**config.mk**
```make
export PLATFORM = sky130hd
export DESIGN_NAME = game_controller
export DESIGN_NICKNAME = d
export VERILOG_FILES = /design/src/rtl/game_controller.sv
export SDC_FILE = /design/constraint.sdc
export NUM_CORES = 1
export LEC_CHECK = 0
export ABC_AREA = 1
export BUFFER_PORTS_ARGS = -buffer_cell sky130_fd_sc_hd__buf_2
export CORE_MARGIN = 2
export CORE_UTILIZATION = 55
export CTS_CLUSTER_SIZE = 12
export DETAILED_ROUTE_END_ITERATION = 12
export PLACE_DENSITY = 0.76
export RECOVER_POWER = 100
export SYNTH_ARGS = -nofsm -noshare
export SYNTH_HDL_FRONTEND = slang
export SYNTH_SLANG_ARGS = --single-unit
```
**constraint.sdc**
```tcl
create_clock -name clk -period 3.95 [get_ports clk]
set_input_delay 0.1975 -clock clk [delete_from_list [all_inputs] [get_ports clk]]
set_output_delay 0.1975 -clock clk [all_outputs]
set_load 0.01 [all_outputs]
```
**src/rtl/game_controller.sv**
```systemverilog
// Round sequencer for the flappy bird game: start-button synchronizer,
// collision detection, round FSM, 2-digit BCD score and high score.
module game_controller #(
    parameter int unsigned GAP_SIZE     = 4,
    parameter int unsigned BIRD_X       = 12,
    parameter int unsigned FLOOR_Y      = 15,
    parameter int unsigned DEATH_CYCLES = 25_000_000
) (
    input  logic       clk,
    input  logic       reset,
    input  logic       start_btn,
    input  logic [3:0] bird_y,
    input  logic [3:0] pipe_x,
    input  logic [3:0] gap_y,
    input  logic       pipe_passed,
    output logic       playing,
    output logic       game_over,
    output logic       dying,
    output logic       round_start,
    output logic       collision,
    output logic [3:0] score_tens,
    output logic [3:0] score_ones,
    output logic [3:0] high_tens,
    output logic [3:0] high_ones
);

    localparam int unsigned CW = $clog2(DEATH_CYCLES);

    typedef enum logic [1:0] {
        S_IDLE,
        S_PLAYING,
        S_DYING,
        S_GAME_OVER
    } state_t;

    state_t          state_q, state_d;
    logic            s1_q, s2_q, s3_q;
    logic            start_edge;
    logic            hit;
    logic [4:0]      gap_end;
    logic [3:0]      sc_t_q, sc_t_d, sc_o_q, sc_o_d;
    logic [3:0]      hi_t_q, hi_t_d, hi_o_q, hi_o_d;
    logic [CW-1:0]   dcnt_q, dcnt_d;
    logic            playing_q, playing_d;
    logic            dying_q, dying_d;
    logic            over_q, over_d;
    logic            rs_q, rs_d;
    logic            col_q, col_d;
    logic            score_gt_high;

    assign start_edge = s2_q & ~s3_q;

    // Gap end computed in 5 bits so a gap at the bottom rows does not wrap.
    assign gap_end = {1'b0, gap_y} + 5'(GAP_SIZE);
    assign hit = ((pipe_x == 4'(BIRD_X)) &&
                  (({1'b0, bird_y} < {1'b0, gap_y}) || ({1'b0, bird_y} >= gap_end)))
                 || (bird_y >= 4'(FLOOR_Y));

    assign score_gt_high = (sc_t_q > hi_t_q) || ((sc_t_q == hi_t_q) && (sc_o_q > hi_o_q));

    // Three-flop synchronizer for the asynchronous start button.
    always_ff @(posedge clk or negedge reset) begin
        if (!reset) begin
            s1_q <= 1'b0;
            s2_q <= 1'b0;
            s3_q <= 1'b0;
        end else begin
            s1_q <= start_btn;
            s2_q <= s1_q;
            s3_q <= s2_q;
        end
    end

    // State register, registered status decodes and round datapath.
    always_ff @(posedge clk or negedge reset) begin
        if (!reset) begin
            state_q   <= S_IDLE;
            sc_t_q    <= '0;
            sc_o_q    <= '0;
            hi_t_q    <= '0;
            hi_o_q    <= '0;
            dcnt_q    <= '0;
            playing_q <= 1'b0;
            dying_q   <= 1'b0;
            over_q    <= 1'b0;
            rs_q      <= 1'b0;
            col_q     <= 1'b0;
        end else begin
            state_q   <= state_d;
            sc_t_q    <= sc_t_d;
            sc_o_q    <= sc_o_d;
            hi_t_q    <= hi_t_d;
            hi_o_q    <= hi_o_d;
            dcnt_q    <= dcnt_d;
            playing_q <= playing_d;
            dying_q   <= dying_d;
            over_q    <= over_d;
            rs_q      <= rs_d;
            col_q     <= col_d;
        end
    end

    // Next-state, score/high-score update and one-cycle pulses.
    always_comb begin
        state_d = state_q;
        sc_t_d  = sc_t_q;
        sc_o_d  = sc_o_q;
        hi_t_d  = hi_t_q;
        hi_o_d  = hi_o_q;
        dcnt_d  = dcnt_q;
        rs_d    = 1'b0;
        col_d   = 1'b0;
        unique case (state_q)
            S_IDLE: begin
                if (start_edge) begin
                    state_d = S_PLAYING;
                    sc_t_d  = '0;
                    sc_o_d  = '0;
                    rs_d    = 1'b1;
                end
            end
            S_PLAYING: begin
                if (hit) begin
                    state_d = S_DYING;
                    col_d   = 1'b1;
                    dcnt_d  = '0;
                end else if (pipe_passed && !((sc_t_q == 4'd9) && (sc_o_q == 4'd9))) begin
                    if (sc_o_q == 4'd9) begin
                        sc_o_d = '0;
                        sc_t_d = sc_t_q + 4'd1;
                    end else begin
                        sc_o_d = sc_o_q + 4'd1;
                    end
                end
            end
            S_DYING: begin
                if (dcnt_q == CW'(DEATH_CYCLES - 1)) begin
                    state_d = S_GAME_OVER;
                    if (score_gt_high) begin
                        hi_t_d = sc_t_q;
                        hi_o_d = sc_o_q;
                    end
                end else begin
                    dcnt_d = dcnt_q + 1'b1;
                end
            end
            S_GAME_OVER: begin
                if (start_edge) begin
                    state_d = S_IDLE;
                end
            end
            default: state_d = S_IDLE;
        endcase
        playing_d = (state_d == S_PLAYING);
        dying_d   = (state_d == S_DYING);
        over_d    = (state_d == S_GAME_OVER);
    end

    assign playing     = playing_q;
    assign dying       = dying_q;
    assign game_over   = over_q;
    assign round_start = rs_q;
    assign collision   = col_q;
    assign score_tens  = sc_t_q;
    assign score_ones  = sc_o_q;
    assign high_tens   = hi_t_q;
    assign high_ones   = hi_o_q;

endmodule

```
==> results of run 1 <==
[flip-flops by register name, summed over array words and instances (netlist names), 2 cells and up]
| register | cells |
|---|---|
| score_tens | 4 |
| high_tens | 4 |
| dcnt_q | 25 |
| state_q | 2 |
| high_ones | 4 |
| score_ones | 4 |
[report_power, final]
group / internal (mW) / switching (mW) / total, mW / leakage [nW]
clock: 0.131 / 0.193 / 0.324 / 0.0491
sequential: 0.651 / 0.138 / 0.790 / 0.678
combinational: 0.175 / 0.346 / 0.521 / 0.970
[worst reg2reg max path, delay by kind of cell (launching register included)]
family / cells / cell delay [ns]
and+or+nand+nor: 8 / 1.34
xor gates and xnor gates: 1 / 0.16
buffers and inverters: 1 / 0.43
adders and majority gates: 1 / 0.17
DFF: 1 / 0.39
[area by class of cell]
class                   count  area (um^2)  area share
clock inverters             3         26.3     0.00787
inverters                  64          240      0.0720
flip-flops and latches     51         1280       0.382
clock buffers               5         68.8      0.0206
repair buffers             39          170      0.0510
multi-input cells         277         1470       0.439
well taps                  72         90.1      0.0270
[path summary, 6_finish.rpt]
kind	to	cells after the start	from
max	dcnt_q[2]	11	dcnt_q[0]
min	state_q[0]	5	pipe_x[0]
max reg2reg	dcnt_q[2]	11	dcnt_q[0]
min reg2reg	s2_q	0	s1_q
max in group asynchronous	high_tens[1]	2	reset
min in group asynchronous	dcnt_q[8]	2	reset
[layer usage]
metal | part of all wire | wire, um | up-vias
li1 | - | - | 1338
met1 | 0.45 | 2770 | 1229
met2 | 0.51 | 3150 | 42
met3 | 0.033 | 207 | 8
met4 | 0.012 | 74 | 0
met5 | 0 | 0 | -
[kinds of logic after synthesis]
family	Yosys count	share of synthesized area
DFF	51	0.415
and+or+nand+nor	219	0.324
buffers and inverters	70	0.0916
AOI/OAI and AO/OA	24	0.0480
adders and majority gates	20	0.0814
xor gates and xnor gates	14	0.0399
[per-stage QoR]
| step | power [mW] | area (um^2) | cells |
|---|---|---|---|
| detailed placement | 1.34 | 3320 | 502 |
| CTS | 1.67 | 3420 | 511 |
| finish | 1.63 | 3340 | 511 |
| floorplan | 1.18 | 3070 | 398 |
| global route | 1.77 | 3340 | 511 |
| global placement | 1.32 | 3320 | 502 |
[synthesized netlist by cell type (all sizes together)]
| library cell | instances |
|---|---|
| nand3b | 1 |
| buf | 5 |
| inv | 64 |
| nor2 | 59 |
| o21ai | 13 |
| a21oi | 9 |
| nor3 | 14 |
| o211ai | 1 |
| o21a | 1 |
| nand3 | 35 |
| dfrtp | 51 |
| xor2 | 10 |
| nand4 | 13 |
| clkbuf | 1 |
| nor3b | 2 |
| nand2 | 94 |
| ha | 20 |
| nor4 | 1 |
| xnor2 | 4 |
[what timing repair did]
action                     4_1_cts  5_1_grt
hold buffers                     1        0
setup buffers                    0        0
hold endpoints to repair         1        0
setup endpoints to repair        0        0
==> flow_summary_export.csv, run 1 <==
group,metric,value,unit
job,maxCapViolCount,1,
placed_design,pre_cts_slack,1.82,ns
floorplan,die_h,78.7,um
clock_network,htree_levels,2,
sta,worst_slew_pin_slew,2.69,ns
clock_network,cts_tree,"done",
power_and_ir_drop,p_leak,1.70,nW
clock_network,cts_buffer_depth,2,
synthesis,synth_cell_types,29,
sta,fin_ws,1.32,ns
floorplan,start_util,0.565,
synthesis,yosysTopAreaCellShare,0.415,
sta,hold_ws,0.307,ns
floorplan,die_w,78.7,um
synthesis,syn_avg_cell_area,7.72,um^2
global_routing,grt_use_met1,0.276,
power_and_ir_drop,power.density,490,nW/um^2
critical_path,r2r_slack,1.32,ns
critical_path,start_kind,"register",
clock_network,clock_latency,0.31,ns
detailed_routing,totalWireLength,6200,um
critical_path,required,4.11,ns
synthesis,synthTopCellsByArea,"dfrtp_1 42%, nand2_1 11%, ha_1 8.1%",
critical_path,cp_common_cell,"nand2_1",
clock_network,cts_root_buffer,"clkbuf_8",
global_routing,track_usage,0.227,
synthesis,syn_area,3070,um^2
sta,period_needed,2.63,ns
power_and_ir_drop,peakVddDrop,0.299,mV
critical_path,cp_slowest_stage_delay,0.48,ns
floorplan,ios,37,
synthesis,synth-seq-cells,51,
critical_path,cp_top_family,"simple AND/OR/NAND/NOR gates",
clock_network,ctsResizeCount,0,
clock_network,cts_sinks,51,
critical_path,cp_num_buf_inv,1,
global_routing,grt_max_degree,52,
synthesis,yosysTopAreaCell,"dfrtp_1",
status,violations,"capacitance limit, slew limit",
placed_design,io_buffer_count,36,
sta,max_freq,381,MHz
synthesis,yosys_warnings,0,
detailed_routing,wire_per_inst,12.1,um
synthesis,synthesis.instances,398,
detailed_routing,remaining_drc_errors,0,
global_routing,met2_usage,0.416,
detailed_routing,num_vias,2617,
sta,slew_viol_final,52,
final_layout,final_common_cell,"nand2_1",
final_layout,fillers,518,
final_layout,final_nets,474,
sta,slew_headroom,-0.796,
critical_path,endpoint_kind,"register",
sta,grt_setup_unrepaired,"no",
sta,fin_crit_sh,0.665,
sta,finalSetupTns,0,ns
floorplan,die_area,6200,um^2
global_routing,grt_pass1_wl,11300,um
final_layout,diodes,0,
global_routing,grt_pass1_vias,2602,
critical_path,worstPathMaxFanout,18,
synthesis,ys_seq_area_frac,0.415,
critical_path,slowest_stage,"nand2_1",
detailed_routing,ant_nets,0,
placed_design,dp_hpwl,4640,um
synthesis,syn-num-nets,434,
final_layout,synthToLayoutAreaGrowth,8.63,%
global_routing,use_met3,0.0398,
detailed_routing,first_iter_violations,123,
critical_path,path_class,"register to register",
final_layout,layout_common_cells,"93 x nand2_1, 64 x inv_1, 55 x nor2_1, 51 x dfrtp_1, 35 x nand3_1",
global_routing,grt_overflow_total,0,
floorplan,core_area,5440,um^2
global_routing,busiest_layer,"met2",
final_layout,post-route-util,0.614,
global_routing,antenna_found_initial,0,
detailed_routing,firstDrtPassIters,4,
critical_path,arrival,2.79,ns
final_layout,drive_gt1_frac,0.0706,
sta,hold_viol,0,
clock_network,clk_pin_slew_worst_paths,0.10,ns
clock_network,cts_made_buffers,5,
floorplan,rows,27,
sta,setup_viol,0,
status,outcome,"finished with violations",
worst_hold_path,hp-class,"primary input to register",
placed_design,place.gp.congestion,0.841,
detailed_routing,viasPerCell,5.12,
critical_path,path_cells,"ha_1, nand2_1, nor2_2, nand3_1, nor2_4, nand3_1, nand2_1, inv_1, nand2_1, xor2_1, nor2_1",
sta,clock-skew-final,0.00865,ns
Power figures use the tool's default switching activity.
==> run 2: changes to the inputs <==
- ABC_AREA: 1 -> 0
- CORE_UTILIZATION: 55 -> 52
- clock period: 3.95 -> 2.15 ns (I/O delays scaled with it)
==> flow_summary_export.csv, run 2 <==
group,metric,value,unit
status,outcome,"finished with violations",
status,violations,"capacitance limit, slew limit",
synthesis,synthTopCellsByArea,"dfrtp_1 45%, ha_1 8.8%, xor2_1 4.6%",
floorplan,rows,26,
synthesis,synthesis.instances,285,
final_layout,fillers,440,
sta,slew_headroom,-0.0278,
sta,setup_viol,0,
floorplan,die_area,6060,um^2
critical_path,r2r_cells,5,
detailed_routing,totalWireLength,6280,um
clock_network,clock_latency,0.30,ns
critical_path,endpoint,"high_ones[2]",
clock_network,cts_sinks,51,
placed_design,place.gp.congestion,0.841,
placed_design,io_buffer_count,36,
sta,hold_viol,0,
clock_network,htree_levels,2,
placed_design,dp_hpwl,4860,um
power_and_ir_drop,peakVddDrop,0.499,mV
synthesis,ys_seq_area_frac,0.450,
clock_network,cts_root_buffer,"clkbuf_8",
clock_network,clk_pin_slew_worst_paths,0.09,ns
final_layout,drive_gt1_frac,0.173,
critical_path,cp_slowest_stage_delay,0.42,ns
floorplan,die_w,77.8,um
final_layout,largest-register,"dcnt_q",
global_routing,grt_pass1_vias,2479,
detailed_routing,wire_per_inst,14.6,um
floorplan,ios,37,
critical_path,cp-startpoint,"dcnt_q[6]",
detailed_routing,firstDrtPassIters,4,
detailed_routing,num_vias,2374,
power_and_ir_drop,power.density,1000,nW/um^2
clock_network,post-cts-setup-buffer-count,0,
final_layout,final_common_cell,"dfrtp_1",
critical_path,endpoint_kind,"register",
sta,worst_slew_pin_slew,1.54,ns
synthesis,synth_edf_count,0,
synthesis,syn-num-nets,321,
synthesis,syn_area,2840,um^2
final_layout,final_nets,394,
floorplan,start_util,0.548,
critical_path,arrival,2.21,ns
synthesis,yosysTopAreaCellShare,0.450,
detailed_routing,ant_nets,0,
critical_path,r2r_slack,0.13,ns
sta,grt_setup_unrepaired,"no",
critical_path,r2r-start,"dcnt_q[6]",
final_layout,diodes,0,
clock_network,cts_tree,"done",
final_layout,largest_reg_flops,25,
floorplan,die_h,77.8,um
global_routing,grt_overflow_total,0,
final_layout,synthToLayoutAreaGrowth,18.7,%
global_routing,grt_max_degree,30,
critical_path,worstPathMaxFanout,8,
sta,fin_crit_sh,0.941,
floorplan,core_area,5170,um^2
synthesis,yosysTopAreaCell,"dfrtp_1",
power_and_ir_drop,p_leak,1.60,nW
detailed_routing,first_iter_violations,82,
global_routing,grt_pass1_wl,11000,um
critical_path,reg2reg_to,"high_ones[2]",
sta,period_needed,2.02,ns
final_layout,layout_common_cells,"51 x dfrtp_1, 31 x nor2_1, 24 x clkbuf_1, 23 x inv_1",
synthesis,syn_avg_cell_area,9.95,um^2
critical_path,required,2.34,ns
detailed_routing,remaining_drc_errors,0,
synthesis,netlist_top_cells_count,"51 x dfrtp_1, 32 x nor2_1, 23 x inv_1",
final_layout,post-route-util,0.650,
power_and_ir_drop,finalPower,3.37,mW
synthesis,yosys.cell_count.top_type,"dfrtp_1",
worst_hold_path,hp-class,"primary input to register",
global_routing,track_usage,0.227,
critical_path,slowest_stage,"dfrtp_1",
job,maxCapViolCount,1,
critical_path,path_class,"register to register",
synthesis,async_flop_share,1.00,
critical_path,path_cells,"nor4b_4, nand4_1, or3_1, or3_4, mux2_1",
synthesis,synth_flop_cell,"dfrtp_1",
clock_network,cts_made_buffers,5,
critical_path,start_kind,"register",
synthesis,synth_cell_types,45,
sta,hold_ws,0.221,ns
sta,max_freq,494,MHz
synthesis,synth-seq-cells,51,
synthesis,yosys_warnings,0,
placed_design,pre_cts_slack,-0.0655,ns
sta,fin_ws,0.128,ns
sta,clock-skew-final,0.00722,ns
clock_network,cts_buffer_depth,2,
global_routing,antenna_found_initial,0,
sta,slew_viol_final,30,
detailed_routing,viasPerCell,5.53,
-- run 2: cell count changes in the layout (fill, tap and decap cells not counted), moves of 4 or more --
cell,delta
nor2_1,-24
nor2b_1,+5
or3_1,+4
nand2_1,-75
buf_4,+21
mux2_1,+6
inv_1,-41
xor2_1,+5
o21ai_0,+4
nand3_1,-24
nor3_1,-6
buf_2,+7
-- run 2: layout make-up --
class                      instances  area [um^2]  share of cell area
clock inverter                     1         8.76             0.00260
tap                               70         87.6              0.0260
inverter                          23         86.3              0.0257
timing repair buffer              72          399               0.119
sequential                        51         1280               0.379
clock buffer                       7         86.3              0.0257
multi-input combinational        205         1420               0.422
-- run 2: cell families (layout without fill, tap and decap cells) --
family | after synthesis | after routing | share of synthesized area
fa+ha+maj | 20 | 20 | 0.0883
xor+xnor | 21 | 21 | 0.0649
simple gates | 116 | 116 | 0.223
buf+inv | 29 | 103 | 0.0437
mux | 8 | 8 | 0.0388
flops | 51 | 51 | 0.450
compound gates | 40 | 40 | 0.0914
-- run 2: critical path: cells and delay by family (launching register included) --
| kind | cells | cell delay (ns) |
|---|---|---|
| flops | 1 | 0.42 |
| mux | 1 | 0.33 |
| simple gates | 4 | 1.15 |
-- run 2: worst min-delay path by stage --
stage,from,end,slack (ns),cells after the start
finish,pipe_passed,score_ones[3],0.22,4
global route,pipe_passed,score_ones[3],0.25,4
CTS,pipe_passed,score_ones[3],0.21,4
floorplan,reset,collision,-0.19,0
global placement,reset,dcnt_q[14],0.15,1
detailed placement,reset,dcnt_q[14],0.16,1
-- run 2: per-layer routing --
metal  vias to the layer above  wire [um]  global-route usage
met2                        48       3230               0.402
met4                         0         91              0.0839
met3                         8        220              0.0453
met1                      1167       2740               0.271
li1                       1151          -                   -
met5                         -          0                   0
-- run 2: report_power, final --
part,total (mW),internal (mW),leakage (nW),switching (mW)
logic,1.30,0.595,0.876,0.701
registers,1.49,1.25,0.673,0.239
clock network,0.583,0.264,0.0484,0.318
total,3.37,2.11,1.60,1.26
-- run 2: what timing repair did --
action                                 CTS  global route
setup endpoints to repair                8             7
resized for setup                        1             1
hold buffers                             2             0
pin swaps                                0             1
endpoints found under the hold margin   28             0
-- run 2: metrics by stage --
step	cell area, um^2	cells	TNS (ns)
after detailed placement	3330	419	-0.416
after floorplan	2840	285	0
after global routing	3360	429	0
final	3360	429	0
after global placement	3330	419	0
after CTS	3450	429	0
==> run 3: changes to the inputs <==
- CORE_ASPECT_RATIO: not set -> 0.6
- CORE_UTILIZATION: 52 -> 55
- GPL_ROUTABILITY_DRIVEN: not set -> 0
- clock period: 2.15 -> 2.24 ns (I/O delays scaled with it)
==> flow_summary_export.csv, run 3 (synthesis gave the netlist of run 2 again) <==
group,metric,value,unit
status,outcome,"completed",
critical_path,arrival,2.34,ns
clock_network,cts_sinks,51,
sta,setup_viol,0,
placed_design,placed_cell_area,3210,um^2
sta,slew_headroom,0.370,
final_layout,layout_common_cells,"50 x dfrtp_1, 32 x nor2_1, 27 x clkbuf_1, 23 x inv_1, 20 x ha_1",
job,maxCapViolCount,0,
clock_network,post-cts-setup-buffer-count,0,
detailed_routing,remaining_drc_errors,0,
critical_path,worstPathMaxFanout,8,
final_layout,fillers,435,
floorplan,start_util,0.566,
detailed_routing,dr_wl_met3,346,um
critical_path,r2r_slack,0.09,ns
placed_design,dp_hpwl,4680,um
global_routing,grt_max_degree,26,
power_and_ir_drop,p_leak,1.53,nW
sta,period_needed,2.15,ns
floorplan,ios,37,
detailed_routing,totalWireLength,6180,um
detailed_routing,wire_per_inst,15.1,um
floorplan,core_area,5000,um^2
global_routing,track_usage,0.228,
final_layout,drive_gt1_frac,0.140,
final_layout,largest_reg_flops,25,
global_routing,grt_pass1_wl,10200,um
final_layout,multi_input_area,1450,um^2
detailed_routing,ant_nets,0,
sta,worst_slew_pin_slew,0.945,ns
global_routing,antenna_found_initial,0,
floorplan,die_area,5760,um^2
sta,hold_viol,0,
final_layout,final_area,3280,um^2
clock_network,cts_root_buffer,"clkbuf_8",
worst_hold_path,hp-start,"pipe_passed",
clock_network,cts_buffer_depth,2,
clock_network,cts_tree,"done",
detailed_routing,firstDrtPassIters,4,
detailed_routing,dr.max_layer_used,"met4",
global_routing,grt_pass1_vias,2080,
power_and_ir_drop,finalPower,3.14,mW
critical_path,cp-startpoint,"dcnt_q[0]",
sta,fin_crit_sh,0.959,
worst_hold_path,hp-class,"primary input to register",
final_layout,largest-register,"dcnt_q",
final_layout,final-seq-area,1280,um^2
detailed_routing,num_vias,2269,
clock_network,clk_pin_slew_worst_paths,0.09,ns
final_layout,finalNonFillerCells,409,
final_layout,diodes,0,
detailed_routing,first_iter_violations,135,
detailed_routing,wl_met2,2360,um
placed_design,io_buffer_count,36,
detailed_routing,viasPerCell,5.55,
final_layout,final_common_cell,"dfrtp_1",
floorplan,die_w,96.7,um
clock_network,cts_made_buffers,5,
clock_network,clock_latency,0.30,ns
sta,finalSetupTns,0,ns
placed_design,place_inst,399,
power_and_ir_drop,power.density,957,nW/um^2
floorplan,die_h,59.6,um
final_layout,synthToLayoutAreaGrowth,15.5,%
sta,max_freq,465,MHz
final_layout,post-route-util,0.655,
critical_path,required,2.43,ns
sta,grt_setup_unrepaired,"no",
detailed_routing,met1_length,3450,um
sta,clock-skew-final,0.00797,ns
critical_path,r2r-start,"dcnt_q[0]",
critical_path,start_kind,"register",
final_layout,final_nets,378,
critical_path,endpoint_kind,"register",
sta,slew_viol_final,0,
clock_network,htree_levels,2,
power_and_ir_drop,peakVddDrop,0.378,mV
critical_path,path_class,"register to register",
floorplan,rows,20,
global_routing,grt_overflow_total,0,
run 3: cell types whose count changed in the layout (fill, tap and decap cells not counted), moves of 2 or more:
| cell | change |
|---|---|
| mux2_1 | -6 |
| buf_4 | -12 |
| buf_2 | -4 |
| clkbuf_4 | -2 |
| mux2_4 | +6 |
| clkbuf_1 | +3 |
run 3: per-stage QoR:
step	hold WS, ns	setup slack [ns]
2_1_floorplan	-0.184	0.193
4_1_cts	0.206	0.103
6_report	0.218	0.0916
3_5_place_dp	0.0414	0.121
3_3_place_gp	0.0394	0.141
5_1_grt	0.234	0.00409
run 3: worst paths after layout:
path,endpoint,depth (start not counted)
max in group asynchronous,dcnt_q[10],3
min in group asynchronous,score_tens[0],2
max,high_ones[2],6
max reg2reg,high_ones[2],6
min reg2reg,s2_q,0
min,score_ones[3],4
run 3: per-layer routing:
metal / vias to the layer above / global-route usage
li1: 1118 / -
met1: 1085 / 0.377
met2: 64 / 0.299
met3: 2 / 0.0436
met4: 0 / 0.0584
met5: - / 0
run 3: report_power, final:
group          switching, mW  total (mW)  leakage, nW  internal, mW
clock                  0.299       0.582       0.0515         0.283
sequential             0.312        1.51        0.672          1.20
combinational          0.582        1.04        0.802         0.459
total                   1.19        3.14         1.53          1.94
run 3: critical path: stages, from the launching register on:
cell and delay [ns]:
dfrtp_1 0.39, ha_1 0.24, nand3_1 0.12, or3_1 0.41, or3_1 0.37, buf_4 0.20, mux2_4 0.30
run 3: area by class of cell:
cell class	instances	share of cell area
Timing Repair Buffer	56	0.0856
Multi-Input combinational cell	205	0.442
Sequential cell	51	0.390
Clock buffer	8	0.0306
Tap cell	66	0.0252
Inverter	23	0.0264
run 3: repair_timing:
item | CTS | global route
endpoints found under the setup margin | 0 | 6
hold endpoints to repair | 15 | 0
hold buffers | 2 | 0
resized for setup | 0 | 3
